### src/rtl/his_peak_detect_pkg.sv
// Shared constants and FSM encoding for the histogram stages.
package his_peak_detect_pkg;

  localparam int Nb                = 8;
  localparam int peakMax           = 8;
  localparam int PIXEL_NUM_PER_RAM = 4;

  typedef enum logic [1:0] {
    IDLE  = 2'd0,
    SCAN  = 2'd1,
    FLUSH = 2'd2,
    OUT   = 2'd3
  } state_t;

endpackage

### src/rtl/his_peak_detect_peak_cmp.sv
// Running-maximum tracker: keeps the largest count seen and the bin it came from.
module peak_cmp
  import his_peak_detect_pkg::*;
#(
  parameter int NB    = Nb,
  parameter int CNT_W = peakMax
) (
  input  logic             clk,
  input  logic             res,
  input  logic             i_clear,
  input  logic             i_valid,
  input  logic [CNT_W-1:0] i_data,
  input  logic [NB-1:0]    i_bin,
  output logic [CNT_W-1:0] o_max,
  output logic [NB-1:0]    o_bin
);

  logic [CNT_W-1:0] r_max;
  logic [NB-1:0]    r_bin;

  // Strictly-greater update so that ties keep the earliest (lowest) bin.
  always_ff @(posedge clk or negedge res) begin
    if (!res) begin
      r_max <= '0;
      r_bin <= '0;
    end else if (i_clear) begin
      r_max <= '0;
      r_bin <= '0;
    end else if (i_valid && (i_data > r_max)) begin
      r_max <= i_data;
      r_bin <= i_bin;
    end
  end

  assign o_max = r_max;
  assign o_bin = r_bin;

endmodule

### src/rtl/his_peak_detect.sv
// Scans every per-pixel histogram in RAM and reports its peak bin over valid/ready.
// Optional HIS_CLEAR_EN: zero-writes each bin one cycle after it is read.
module his_peak_detect
  import his_peak_detect_pkg::*;
#(
  parameter int NB      = Nb,
  parameter int CNT_W   = peakMax,
  parameter int PIX_NUM = PIXEL_NUM_PER_RAM,
  parameter int PIX_W   = 2
) (
  input  logic                  clk,
  input  logic                  res,
  input  logic                  start,
  output logic                  busy,
  output logic                  rd_en,
  output logic [PIX_W+NB-1:0]   rd_addr,
  input  logic [CNT_W-1:0]      rd_data,
  output logic                  peak_valid,
  input  logic                  peak_ready,
  output logic [PIX_W-1:0]      peak_pixel,
  output logic [NB-1:0]         peak_bin,
  output logic [CNT_W-1:0]      peak_count,
  output logic                  done
`ifdef HIS_CLEAR_EN
  ,
  output logic                  wr_en,
  output logic [PIX_W+NB-1:0]   wr_addr,
  output logic [CNT_W-1:0]      wr_data
`endif
);

  state_t           r_state;
  state_t           w_state_nxt;
  logic [NB-1:0]    r_bin;
  logic [PIX_W-1:0] r_pix;
  logic             r_vld_p1;
  logic [NB-1:0]    r_bin_p1;
  logic             r_done;

  logic w_last_bin;
  logic w_last_pix;
  logic w_hs;
  logic w_clear;
  logic w_rd_en;
  logic w_peak_valid;
  logic w_busy;

  assign w_last_bin = (r_bin == {NB{1'b1}});
  assign w_last_pix = (r_pix == PIX_W'(PIX_NUM - 1));
  assign w_hs       = (r_state == OUT) && peak_ready;
  // Running max restarts whenever a new pixel scan is entered.
  assign w_clear    = ((r_state == IDLE) && start) || (w_hs && !w_last_pix);

  always_ff @(posedge clk or negedge res) begin
    if (!res) begin
      r_state <= IDLE;
    end else begin
      r_state <= w_state_nxt;
    end
  end

  always_comb begin
    w_state_nxt  = r_state;
    w_rd_en      = 1'b0;
    w_peak_valid = 1'b0;
    w_busy       = 1'b1;
    case (r_state)
      IDLE: begin
        w_busy = 1'b0;
        if (start) w_state_nxt = SCAN;
      end
      SCAN: begin
        w_rd_en = 1'b1;
        if (w_last_bin) w_state_nxt = FLUSH;
      end
      FLUSH: begin
        w_state_nxt = OUT;
      end
      OUT: begin
        w_peak_valid = 1'b1;
        if (peak_ready) w_state_nxt = w_last_pix ? IDLE : SCAN;
      end
      default: begin
        w_state_nxt = IDLE;
      end
    endcase
  end

  // Bin counter wraps to 0 on the last read, ready for the next pixel.
  always_ff @(posedge clk or negedge res) begin
    if (!res) begin
      r_bin    <= '0;
      r_pix    <= '0;
      r_vld_p1 <= 1'b0;
      r_bin_p1 <= '0;
      r_done   <= 1'b0;
    end else begin
      if (r_state == SCAN) r_bin <= r_bin + NB'(1);
      if ((r_state == IDLE) && start) begin
        r_pix <= '0;
      end else if (w_hs) begin
        r_pix <= w_last_pix ? '0 : r_pix + PIX_W'(1);
      end
      r_vld_p1 <= w_rd_en;
      r_bin_p1 <= r_bin;
      r_done   <= w_hs && w_last_pix;
    end
  end

  peak_cmp #(
    .NB    (NB),
    .CNT_W (CNT_W)
  ) u_peak_cmp (
    .clk     (clk),
    .res     (res),
    .i_clear (w_clear),
    .i_valid (r_vld_p1),
    .i_data  (rd_data),
    .i_bin   (r_bin_p1),
    .o_max   (peak_count),
    .o_bin   (peak_bin)
  );

  assign busy       = w_busy;
  assign rd_en      = w_rd_en;
  assign rd_addr    = {r_pix, r_bin};
  assign peak_valid = w_peak_valid;
  assign peak_pixel = r_pix;
  assign done       = r_done;

`ifdef HIS_CLEAR_EN
  logic                r_wr_en;
  logic [PIX_W+NB-1:0] r_wr_addr;

  always_ff @(posedge clk or negedge res) begin
    if (!res) begin
      r_wr_en   <= 1'b0;
      r_wr_addr <= '0;
    end else begin
      r_wr_en   <= w_rd_en;
      r_wr_addr <= {r_pix, r_bin};
    end
  end

  assign wr_en   = r_wr_en;
  assign wr_addr = r_wr_addr;
  assign wr_data = '0;
`endif

endmodule

### config.mk
export PLATFORM = sky130hd
export DESIGN_NAME = his_peak_detect
export DESIGN_NICKNAME = d
export VERILOG_FILES = /design/src/rtl/his_peak_detect_pkg.sv /design/src/rtl/his_peak_detect_peak_cmp.sv /design/src/rtl/his_peak_detect.sv
export SDC_FILE = /design/constraint.sdc
export NUM_CORES = 1
export LEC_CHECK = 0
export ABC_CLOCK_PERIOD_IN_PS = 1890
export CORE_MARGIN = 1.5
export CORE_UTILIZATION = 44
export DETAILED_ROUTE_END_ITERATION = 10
export PLACE_DENSITY = 0.75
export SYNTH_ARGS = -nofsm -noshare
export SYNTH_HDL_FRONTEND = slang
export SYNTH_SLANG_ARGS = --single-unit
### constraint.sdc
create_clock -name clk -period 1.89 [get_ports clk]
set_clock_uncertainty 0.1 [all_clocks]
set_input_delay 0.2835 -clock clk [delete_from_list [all_inputs] [get_ports clk]]
set_output_delay 0.2835 -clock clk [all_outputs]
set_load 0.02 [all_outputs]
# --- Word-level counts from Yosys, hierarchy flattened ---
# Cells that the tools add are included.
totals:
  ff_bits: 38
  in_bits: 12
  out_inout_bits: 32
classes:
  reduce_logical: 11
  eq_ne: 8
  magnitude_cmp: 1
  mux: 15
  n_addsub: 2
ops:
  columns: ["operator", "n"]
  rows:
  - ["$mux W8", 4]
  - ["$mux W2", 6]
  - ["$add A8 B1 Y8 const B", 1]
  - ["$eq A8 B8 Y1 const B", 1]
  - ["$gt A8 B8 Y1", 1]
  - ["$pmux W2 S4", 1]
  - ["$eq A2 B2 Y1 const B", 3]
  - ["$ne A2 B2 Y1 const B", 3]
  - ["$logic_and A1 B1 Y1", 5]
  - ["$mux W1", 4]
  - ["$reduce_bool A2 Y1", 2]
  - ["$reduce_and A3 Y1", 1]
  - ["$add A2 B1 Y2 const B", 1]
  - ["$eq A2 B1 Y1 const B", 1]
  - ["$logic_not A2 Y1", 1]
  - ["$logic_not A1 Y1", 1]
  - ["$logic_or A1 B1 Y1", 1]

# --- Depth between registers and ports, before layout ---
# Gate-level depths: netlist of the first run.
depth:
  word_depth: 5
  mapped_depth: 9
  ltp_nobuf: 7

# --- Cells and area by module ---
# A second synthesis of the first run with hierarchy kept.
hier_totals:
  hier_cells: 164
  hier_area_um2: 1908.1
modules_own_cells:
  columns: ["module", "area_per_inst_um2", "seq_area_each_um2", "cells_per_inst", "instances"]
  rows:
  - ["peak_cmp", 1011.0, 400.4, 97, 1]
  - ["his_peak_detect", 897.1, 550.5, 67, 1]

# --- Worst setup path after synthesis of the first run ---
# OpenSTA, ideal clock, no wires.
synth_timing:
  kind: "reg2reg"
  from: "register u_peak_cmp.r_max[7] (netlist: u_peak_cmp.o_max[7])"
  to: "register u_peak_cmp.r_bin[2] (netlist: u_peak_cmp.o_bin[2])"
  slack_ns: -0.060
  stages_incl_launch_ff: 9
  path_buffers: 1
  setup_ns: 0.124
  required_time_ns: 1.666
  period_less_slack_ns: 1.950
  arrival_time_ns: 1.726
  cell_sequence: "dfrtp_1 inv_1 ha_1 a21oi_1 o21ai_2 o31a_2 buf_6 nand3_1 a21boi_1"
synth_between:
  elab_chain_len: 3
synth_lines:
  columns: ["item", "line_no", "source"]
  rows:
  - ["start, declared", "his_peak_detect_peak_cmp.sv:18", "logic [CNT_W-1:0] r_max;"]
  - ["start signal, assigned", "his_peak_detect_peak_cmp.sv:30", "r_max <= i_data;"]
  - ["$gt A8 B8 Y1", "his_peak_detect_peak_cmp.sv:29", "end else if (i_valid && (i_data > r_max)) begin"]
  - ["$logic_and A1 B1 Y1", "his_peak_detect_peak_cmp.sv:29", null]
  - ["$reduce_bool A2 Y1 (no line)", null, null]
  - ["end signal, assigned", "his_peak_detect_peak_cmp.sv:31", "r_bin <= i_bin;"]
  - ["end, declared", "his_peak_detect_peak_cmp.sv:19", "logic [NB-1:0] r_bin;"]
# No other way between the ends.
# A chain may end at the register's enable or synchronous reset.

# --- Worst setup path after layout of the first run ---
layout_timing:
  from: "register u_peak_cmp.r_max[3] (netlist: u_peak_cmp.o_max[3])"
  to: "register u_peak_cmp.r_max[6] (netlist: u_peak_cmp.o_max[6])"
layout_between:
  elab_chain_len: 3
layout_lines:
  columns: ["item", "line_no"]
  rows:
  - ["$gt A8 B8 Y1", "his_peak_detect_peak_cmp.sv:29"]
  - ["$logic_and A1 B1 Y1", "his_peak_detect_peak_cmp.sv:29"]
  - ["$reduce_bool A2 Y1 (no line)", null]
# No other way between the ends.

==> results of run 1 <==
worst paths after layout:
kind | depth (start not counted) | endpoint | slack (ns) | start
hold / removal | 3 | u_peak_cmp.o_max[0] | 0.29 | rd_data[0]
max in group asynchronous | 3 | u_peak_cmp.o_max[7] | 0.88 | res
hold reg to reg | 0 | r_bin_p1[7] | 0.34 | r_bin[7]
setup / recovery | 9 | u_peak_cmp.o_max[6] | 0.03 | u_peak_cmp.o_max[3]
setup reg to reg | 9 | u_peak_cmp.o_max[6] | 0.03 | u_peak_cmp.o_max[3]
min in group asynchronous | 3 | done | 0.46 | res
layer usage:
| metal | vias to the layer above | share of wire | GRT usage |
|---|---|---|---|
| met1 | 743 | 0.43 | 0.223 |
| li1 | 745 | - | - |
| met3 | 8 | 0.034 | 0.0411 |
| met2 | 26 | 0.52 | 0.344 |
| met5 | - | 0 | 0 |
| met4 | 0 | 0.017 | 0.0925 |
worst register-to-register path: stages, from the launching register on:
cell	delay (ns)
dfrtp_1	0.35
inv_1	0.05
ha_1	0.30
nand2_2	0.07
o31a_1	0.31
buf_4	0.14
o31ai_4	0.08
buf_6	0.17
o21ai_0	0.07
a21boi_1	0.14
repair_timing:
action	in CTS	in global routing
setup endpoints to repair	19	18
pin swaps	15	7
hold buffers	1	0
resized for setup	20	16
buffers inserted	5	1
hold endpoints to repair	38	0
final cells by class:
type	count	area, um^2	share of cell area
sequential	38	953	0.355
multi-input combinational	112	840	0.312
timing repair buffer	75	673	0.250
clock buffer	8	110	0.0410
tap	50	62.6	0.0233
inverter	13	48.8	0.0182
power groups by stage:
stage	clock network (mW)	registers [mW]	logic [mW]
finish	0.642	1.20	2.05
global placement	0	1.20	1.86
detailed placement	0	1.21	1.89
global route	0.695	1.23	2.24
floorplan	0	1.42	0.887
CTS	0.658	1.20	2.01
cells by family (layout without fill, tap and decap cells):
group                      count (synthesis)  after routing
xor gates and xnor gates                   7              7
and+or+nand+nor                           40             40
buffers and inverters                     22             96
adders and majority gates                 14             14
AOI/OAI and AO/OA                         48             48
muxes                                      3              3
DFF                                       38             38
per-stage QoR:
stage | setup TNS [ns] | power, mW | hold WS, ns | worst slack [ns]
detailed placement | -9.06 | 3.10 | 0.263 | -0.597
floorplan | 0 | 2.30 | -0.112 | 0.00218
global route | -0.883 | 4.16 | 0.311 | -0.0695
finish | 0 | 3.89 | 0.285 | 0.0289
global placement | -7.40 | 3.07 | 0.256 | -0.498
CTS | 0 | 3.87 | 0.275 | 0.000357
registers in the layout, summed over array words and instances (netlist names):
register,count
r_bin,8
u_peak_cmp.o_bin,8
r_vld_p1,1
peak_pixel,2
u_peak_cmp.o_max,8
r_bin_p1,8
done,1
r_state,2
cells in the final DEF (no fill, tap or decap), types with 2 or more instances in the layout:
cell type / netlist / layout
a21boi_1: 10 / 16
a21oi_1: 7 / 5
a21oi_2: 0 / 2
buf_4: 4 / 28
buf_6: 2 / 3
clkbuf_8: 0 / 8
clkdlybuf4s50_1: 0 / 33
dfrtp_1: 38 / 36
dfrtp_2: 0 / 2
dlygate4sd2_1: 0 / 7
ha_1: 14 / 11
ha_4: 0 / 2
inv_1: 13 / 11
inv_2: 0 / 2
mux2_2: 2 / 2
nand2_1: 9 / 8
nand2b_1: 2 / 2
nand3_1: 18 / 18
nand4_1: 3 / 3
nor2_1: 5 / 5
o21ai_0: 15 / 9
o21ai_1: 1 / 7
o31ai_1: 3 / 2
xnor2_1: 5 / 5
xor2_1: 2 / 2
==> flow_summary.ini, run 1 <==
[global_route]
grt_usage = 0.194
antenna_found_initial = 0
gr-total-overflow = 0
grt_max_degree = 39
grt_first_pass_wirelength_um = 6560
grt_pass1_vias = 1495

[yosys]
synth_common_cells = dfrtp_1 (38), nand3_1 (18), o21ai_0 (15)
ys_ff_latch = 38
postSynthCellCount = 172
synth_area_um2 = 1850
yosys_warnings = 0
yosys-top-cells-area = dfrtp_1 (51%), ha_1 (9.5%), nand3_1 (4.9%)
synth-compound-area-share = 0.174
synth.most_common_cell = dfrtp_1
synth_nets = 198
synth_top_area_cell = dfrtp_1
synth-adder-area-share = 0.0947
synth_top_family_by_area = compound AO/OA/AOI/OAI gates
synthSimpleGateAreaFrac = 0.105
netlist.area_leader.share = 0.514
synthMuxAreaShare = 0.0176
yosys_most_used_dff = dfrtp_1
synthXorXnorAreaFrac = 0.0331
synthArstFlopShare = 1.00
synth_seq_area_share = 0.514
ys_types = 31
synth_edf_count = 0
avgSynthCellArea_um2 = 10.8

[power]
power_density_nw_per_um2 = 1450
power_frac_seq = 0.309
p_sw_mw = 1.45
netSwitchingFraction = 0.374
power.internal_mw = 2.44
peakVddDrop_uv = 878
pwr-share-clk = 0.165
p_comb_frac = 0.526
power.leakage_nw = 1.24

[clock_network]
clk_latency_ns = 0.29
tritoncts = done
numCtsBuffers = 5
clk_pin_slew_worst_paths_ns = 0.07
clock-sinks = 38
cts_max_path_buffers = 2
root_buffer = clkbuf_8
cts_max_level = 2

[layout]
nets = 271
area_delta_synth_final_pct = 45.2
final_area_um2 = 2690
drive_gt1_frac = 0.236
fin_util = 0.667
antenna_cells = 0
final_cells = 296
fillers = 328

[placed_design]
globalplace.congestion = 0.771
port_buffers = 43
dp_hpwl_um = 2720
placed_area_um2 = 2460
dpl.cell_count = 281

[critical_path]
critical_path.endpoint_type = flop
cp.required_ns = 2.01
worstPathMaxFanout = 7
cp_slowest_cell = dfrtp_1
worstPathCellList = inv_1, ha_1, nand2_2, o31a_1, buf_4, o31ai_4, buf_6, o21ai_0, a21boi_1
startpoint_type = flop
cp_top_family = compound AO/OA/AOI/OAI gates
crit_buf_inv = 3
cp.arrival_ns = 1.98
path_class = flop to flop
critical-path-max-stage-delay_ns = 0.35

[die]
die_w_um = 67.9
dieArea_um2 = 4600
die_y_um = 67.9
start_util = 0.459
std_cell_rows = 23
core_um2 = 4030
io_pins = 44

[route]
wirelength_um = 3960
drtPass1Iterations = 4
via_per_inst = 5.14
vias = 1522
detail-route-antenna-nets = 0
route.detailed.drc = 0
first_iter_violations = 39
post_drt_wl_per_cell_um = 13.4

[timing]
fmax_mhz = 537
slew_headroom = 0.686
setup_violations = 0
fin_crit_sh = 0.985
hold_viol_final = 0
rsz0062_at_grt = yes
finalCriticalPeriod_ns = 1.86
worst_pin_slew_ns = 0.471
drv_slew = 0

[min_path]
hold_path_class = input port to flop

[job]
drv_cap = 0

[run_status]
status = complete, no violations
No activity file was read; power rests on OpenSTA's default activity.
==> run 2: changes to the inputs <==
--- a/config.mk
+++ b/config.mk
@@ -10,6 +10,7 @@
 export CORE_UTILIZATION = 44
 export DETAILED_ROUTE_END_ITERATION = 10
 export PLACE_DENSITY = 0.75
+export SLEW_MARGIN = 25
 export SYNTH_ARGS = -nofsm -noshare
 export SYNTH_HDL_FRONTEND = slang
 export SYNTH_SLANG_ARGS = --single-unit
==> results of run 2 <==
Final layout, timing and power as in run 1 (identical DEF).
